`config.mk`:
```
export PLATFORM = sky130hd
export DESIGN_NAME = fetch_stage_flat
export DESIGN_NICKNAME = d
export VERILOG_FILES = /design/src/rtl/fetch_stage_if.sv /design/src/rtl/fetch_stage.sv /design/src/flat_wrapper.sv
export SDC_FILE = /design/constraint.sdc
export NUM_CORES = 1
export LEC_CHECK = 0
export ABC_AREA = 1
export CORE_MARGIN = 4
export CORE_UTILIZATION = 35
export CTS_CLUSTER_DIAMETER = 100
export DETAILED_ROUTE_END_ITERATION = 8
export GPL_TIMING_DRIVEN = 1
export SYNTH_ARGS = -nofsm -noshare
export SYNTH_HDL_FRONTEND = slang
export SYNTH_SLANG_ARGS = --single-unit
```
`constraint.sdc`:
```
create_clock -name clk -period 10.4 [get_ports clk]
set_clock_uncertainty 0.2 [all_clocks]
set_input_delay 1.04 -clock clk [delete_from_list [all_inputs] [get_ports clk]]
set_output_delay 1.04 -clock clk [all_outputs]
set_load 0.02 [all_outputs]
```
`src/rtl/fetch_stage_if.sv`:
```
// Instruction-memory bus between the fetch stage (master) and the ROM (slave).
interface fetch_stage_if #(
  parameter int unsigned IW = 32,
  parameter int unsigned AW = 7
);
  logic [AW-1:0] imem_addr;
  logic          imem_en;
  logic [IW-1:0] imem_q;

  modport master (output imem_addr, output imem_en, input imem_q);
  modport slave  (input imem_addr, input imem_en, output imem_q);
endinterface

```
`src/rtl/fetch_stage.sv`:
```
// IF stage: PC register, next-PC selection, ROM addressing and IF/ID register.
module fetch_stage #(
  parameter int unsigned N  = 64,
  parameter int unsigned IW = 32,
  parameter int unsigned AW = 7
) (
  input  logic            clk,
  input  logic            reset,
  input  logic            stall_F,
  input  logic            flush_D,
  input  logic            pc_src,
  input  logic [N-1:0]    pc_branch,
  fetch_stage_if.master   imem,
  output logic [IW-1:0]   instr_D,
  output logic [N-1:0]    pc_D,
  output logic            valid_D,
  output logic [31:0]     fetch_count
);

  localparam int unsigned CW = 32;
  localparam logic [CW-1:0] COUNT_MAX = {CW{1'b1}};

  typedef enum logic [0:0] {
    BOOT = 1'b0,
    RUN  = 1'b1
  } state_t;

  state_t        state;
  logic [N-1:0]  pc;
  logic          en_q;

  // ROM address comes straight from the PC register; byte offset bits dropped.
  assign imem.imem_addr = pc[AW+1:2];
  assign imem.imem_en   = en_q;

  // FSM, PC and IF/ID register; redirect beats stall beats flush beats fetch.
  always_ff @(posedge clk or posedge reset) begin
    if (reset) begin
      state       <= BOOT;
      pc          <= '0;
      en_q        <= 1'b0;
      instr_D     <= '0;
      pc_D        <= '0;
      valid_D     <= 1'b0;
      fetch_count <= '0;
    end else begin
      case (state)
        BOOT: begin
          state   <= RUN;
          en_q    <= 1'b1;
          pc      <= '0;
          instr_D <= '0;
          pc_D    <= '0;
          valid_D <= 1'b0;
        end
        RUN: begin
          en_q <= 1'b1;
          if (pc_src) begin
            pc      <= pc_branch;
            instr_D <= '0;
            pc_D    <= '0;
            valid_D <= 1'b0;
          end else if (stall_F) begin
            // PC holds; a coincident flush still squashes the IF/ID entry.
            if (flush_D) begin
              instr_D <= '0;
              pc_D    <= '0;
              valid_D <= 1'b0;
            end
          end else if (flush_D) begin
            pc      <= pc + N'(4);
            instr_D <= '0;
            pc_D    <= '0;
            valid_D <= 1'b0;
          end else begin
            pc      <= pc + N'(4);
            instr_D <= imem.imem_q;
            pc_D    <= pc;
            valid_D <= 1'b1;
            if (fetch_count != COUNT_MAX) begin
              fetch_count <= fetch_count + CW'(1);
            end
          end
        end
        default: begin
          state <= BOOT;
          en_q  <= 1'b0;
        end
      endcase
    end
  end

endmodule

```
`src/flat_wrapper.sv`:
```
// flat-port wrapper written by rule: the top's interface ports become plain ports
module fetch_stage_flat 
#(
  parameter int unsigned N  = 64,
  parameter int unsigned IW = 32,
  parameter int unsigned AW = 7
)
  (clk, reset, stall_F, flush_D, pc_src, pc_branch, instr_D, pc_D, valid_D, fetch_count, imem_imem_addr, imem_imem_en, imem_imem_q);
  fetch_stage_if #(.IW(IW), .AW(AW)) imem_i ();
  input  logic clk;
  input  logic reset;
  input  logic stall_F;
  input  logic flush_D;
  input  logic pc_src;
  input  logic [N-1:0] pc_branch;
  output logic [IW-1:0] instr_D;
  output logic [N-1:0] pc_D;
  output logic valid_D;
  output logic [31:0] fetch_count;
  output wire logic [$bits(imem_i.imem_addr)-1:0] imem_imem_addr;
  output wire logic [$bits(imem_i.imem_en)-1:0] imem_imem_en;
  input wire logic [$bits(imem_i.imem_q)-1:0] imem_imem_q;
  assign imem_imem_addr = imem_i.imem_addr;
  assign imem_imem_en = imem_i.imem_en;
  assign imem_i.imem_q = imem_imem_q;
  fetch_stage #(.N(N), .IW(IW), .AW(AW)) u_core (.clk(clk), .reset(reset), .stall_F(stall_F), .flush_D(flush_D), .pc_src(pc_src), .pc_branch(pc_branch), .imem(imem_i), .instr_D(instr_D), .pc_D(pc_D), .valid_D(valid_D), .fetch_count(fetch_count));
endmodule
```
# After elaboration in Yosys (flattened, before gate mapping)

Cells that the tools add are included.

Magnitude comparators: 0
Eq/ne operators: 3
Divide/modulo/power cells: 0
Bitwise gates (word level): 4
Add/subtract/negate cells: 2
Multiplexer cells: 18
Shifts and indexed selects: 0
Multipliers: 0
Reductions and logical operators: 1

Operators with widths:

| operator                                      | count |
|---|---|
| two-way mux 64 bit                            | 6 |
| case mux 64 bit (2 select lines)              | 2 |
| two-way mux 32 bit                            | 4 |
| adder 64 x 3 -> 64 bit, second input constant | 1 |
| case mux 32 bit (2 select lines)              | 1 |
| adder 32 x 1 -> 32 bit, second input constant | 1 |
| inequality test 32 bit, second input constant | 1 |
| AND reduction 5 bit                           | 1 |
| two-way mux 1 bit                             | 4 |
| inequality test 4 bit, second input constant  | 1 |
| NOT 1 bit                                     | 4 |
| inequality test 3 bit, second input constant  | 1 |
| case mux 1 bit (2 select lines)               | 1 |

Output and inout bits: 137
Memory bits (writable): 0
ROM bits: 0
Memories kept: 0
Bits of input ports: 101
Word-level logic and storage cells: 34
Latch bits: 0
Bits in registers: 194

# Logic depth before layout (Yosys ltp)

Depth in word-level cells: 4
Gate-level depth with buffers: 12
Depth with buffers taken out: 11

# Worst setup path before layout

OpenSTA, ideal clock, no wires.

Kind: input -> register
Start point: in pc_src
End point: reg u_core.fetch_count[20]
Setup slack: 7.989 ns
Setup time: 0.117 ns
Buffers on the path: 3
Stages: 11
Arrival time: 2.094 ns
Required time: 10.083 ns
Cells stage by stage: buf_2 inv_4 nand2_4 nor2_8 nand2_2 inv_2 nand2_2 buf_6 buf_6 nand2_1 nand2_1

Longest elaborated chain between the ends: 2

Ends and longest elaborated chain:

| element                       | line               | source |
|---|---|---|
| start: declaration            | flat_wrapper.sv:14 | `input logic pc_src;` |
| NOT 1 bit (no line)           | n/a                |  |
| AND reduction 5 bit (no line) | n/a                |  |
| end signal: assignment        | fetch_stage.sv:81  | `fetch_count <= fetch_count + CW'(1);` |
| end: declaration              | fetch_stage.sv:17  | `output logic [31:0] fetch_count` |

Every way passes these cells.
A chain may end at the register's enable or synchronous reset.

# Worst setup path in the final report

Start point: in pc_src
End point: reg u_core.fetch_count[2]

Same word-level chain as after synthesis.

==> reports/qor.csv <==
metric;value;unit
synthesis warning total;0;
Max FO, Critical Path;91;
crit path capture;u_core.fetch_count[2];
power density of the placed cells;124.2;mW/mm^2
Rows;64;
Finished Core Util;45.83;%
ys async rst share;100.0;%
routed length per instance;18.71;um
Placement Setup Slack;4.840;ns
die footprint;0.03407;sq mm
initial drt markers;910;
Overall Global Routing Usage;22.72;%
Final Setup Violations;0;
Critical Path RT;10.53;ns
CP dominant cell by count;nand2_1;
top-count cell post-synth;nand2_1;
Slew HR;34.37;%
Mapped Cells;1484;
die height;184.6;um
Worst Slack Setup Final;5.382;ns
top cells by count, synth;nand2_1, nor2_1, dfrtp_1, nand3_1, inv_1;
crit path capture type;register;
htree depth;4;
# resized after CTS;0;
worst min-delay path category;register to register;
layout cells sized above 1;4.799;%
grt total ovfl;0;
Slowest Stage Delay on Critical Path;0.70;ns
Buf+Inv Stages, Crit Path;6;
Worst Reg-to-Reg Cells;10;
Synth Flop Type;dfrtp_1;
Critical path origin;pc_src;
number of remaining DRC errors;0;
post-synthesis sequential area ratio;44.49;%
Synth cell types;35;
Worst Tran Pin Value;0.9845;ns
Crit. path cell count;13;
Pleak;5.999;nW
top cells by area, synth;dfrtp_1, nand2_1, nor2_1;
Post-CTS Hold Fix Bufs;0;
io pins;238;
Syn Nets;1587;
die width;184.6;um
maximum VDD drop;0.1059;mV
worst r2r src;u_core.state;
Worst setup SP type;input pin;
Post-DRT Antenna Nets;0;
fmax;0.1993;GHz
EDFF count, synth;0;
post-layout min period;5.018;ns
Post-layout nets;1780;
Setup Fix Bufs, Post-CTS;0;
area leader, netlist;dfrtp_1;
CP top delay family;buffers and inverters;
RSZ-0062 raised after global routing;no;
R2R Setup Slk;6.48;ns
kind of critical path;input pin to register;
global-route wire length before repair;60.44;mm
first-pass iteration count of the detailed router;5;
Seq cells post-synth;194;
vias in the first global route;10210;
vias per inst;5.221;
core area;0.03067;sq mm
total CTS buffers;17;
drt total wl;39.03;mm
crit path cell chain;clkdlybuf4s50_1 > buf_4 > inv_4 > nand2_4 > nor2_8 > nand2_2 > buf_4 > inv_2 > nand2_2 > inv_4 > nand2_1 > nand2_1 > nand2_1;
Clock transition at path regs;0.07;ns
Fill cells;3151;
mapped cell area;0.01091;sq mm
Final Slew Violations;0;
Max Cap Violations;0;
initial antenna violation count;1;
clock root cell;clkbuf_16;
vias post-DR;10890;
Hold Fails Final Rpt;0;
WP data arrival;5.15;ns
TritonCTS Sinks;194;
Initial Utilization;35.58;%
GP Congestion;0.9997;
Worst-Skew Late Latency;0.44;ns
Reg-to-Reg End;u_core.fetch_count[2];
largest net degree at the start of global routing;126;
Final Cycle Share;48.25;%
Slowest-stage cell, CP;inv_4;
Synth top area share;44.49;%
synthesized area per cell;7.354;sq um
clk buf depth;2;
number of port buffers;237;
setup TNS;0;ns
dpl hpwl;29.22;mm
outcome;finished, final reports clean;
Area growth, synth to finish;28.81;%
TritonCTS clock tree;done;
[where the power goes]
part           internal, W  leakage [nW]  total, W  switching, W
Clock             0.000352         0.278  0.000667      0.000315
Combinational     0.000101          3.08  0.000245      0.000144
Sequential        0.000787          2.64  0.000834     0.0000467
[sequential cells by signal, summed over array words and instances, names as in the netlist]
signal,count
u_core.valid_D,1
u_core.instr_D,32
u_core.state,1
u_core.pc,64
u_core.pc_D,64
u_core.fetch_count,32
[metal layers]
layer	global-route usage (%)	share of wire, %	vias to the layer above
li1	-	-	5215
met1	33.26	47	5275
met2	34.63	44	364
met3	5.171	7.0	36
met4	4.703	1.8	0
met5	0	0	-
[worst min-delay path by stage]
stage	from	endpoint	slack [ns]	cells past startpoint
global placement	u_core.valid_D	u_core.valid_D	0.29	2
floorplan	u_core.pc[63]	u_core.pc[63]	0.27	2
finish	u_core.pc_D[21]	u_core.pc_D[21]	0.31	2
CTS	u_core.pc[63]	u_core.pc[63]	0.32	2
global route	u_core.pc_D[21]	u_core.pc_D[21]	0.33	2
detailed placement	u_core.pc[63]	u_core.pc[63]	0.29	2
[area by class of cell]
class | instances | area [sq um] | share of cell area [%]
multi-input combinational | 1095 | 5226 | 37.18
inverter | 125 | 483.0 | 3.436
sequential | 194 | 4855 | 34.54
clock buffer | 21 | 470.5 | 3.347
timing repair buffer | 244 | 2425 | 17.25
clock inverter | 9 | 97.59 | 0.6943
antenna | 2 | 5.005 | 0.03560
tap | 396 | 495.5 | 3.525
[worst min-delay path: stages (launching register included)]
cell and delay (ns):
dfrtp_1 0.34, nand3_1 0.07, o21ai_0 0.06
[metrics by stage]
stage,total power (W),hold WS (ns),instances,instance area (sq um)
6_report,0.001746,0.3071,2086,14060
5_1_grt,0.001819,0.3331,2086,14060
4_1_cts,0.001760,0.3150,2084,14050
3_5_place_dp,0.001093,0.2941,2054,13480
3_3_place_gp,0.001091,0.2871,2054,13480
2_1_floorplan,0.0009723,0.2671,1484,10910
[kinds of logic (layout without fill, tap and decap cells)]
kind of cell	Yosys count	count (layout)	synth area share, %
AO/OA/AOI/OAI	176	176	10.39
XOR/XNOR	36	36	2.889
adder cells (fa/ha/maj)	2	2	0.2293
buffers and inverters	195	399	7.624
flip-flops	194	194	44.49
other	1	3	0.03436
AND/OR/NAND/NOR	880	880	34.35
[cell usage in the layout, fill, tap and decap left out, types with 3 or more instances in the layout]
master / instances
o21ai_0: 82
clkdlybuf4s50_1: 237
nand2_2: 7
o22ai_1: 14
nand3_1: 134
nand2_1: 426
o21ai_1: 18
nand3_2: 4
nand3b_1: 6
nor2_1: 237
nor3_1: 18
clkbuf_8: 3
xor2_1: 28
inv_6: 3
a32o_1: 40
dfrtp_1: 194
xnor2_1: 8
nor2_4: 7
inv_1: 115
nor3_2: 3
buf_4: 7
a31oi_1: 15
inv_2: 6
clkbuf_16: 17
nand4_1: 24
nor2_2: 11
No activity file was read; power rests on OpenSTA's default activity.
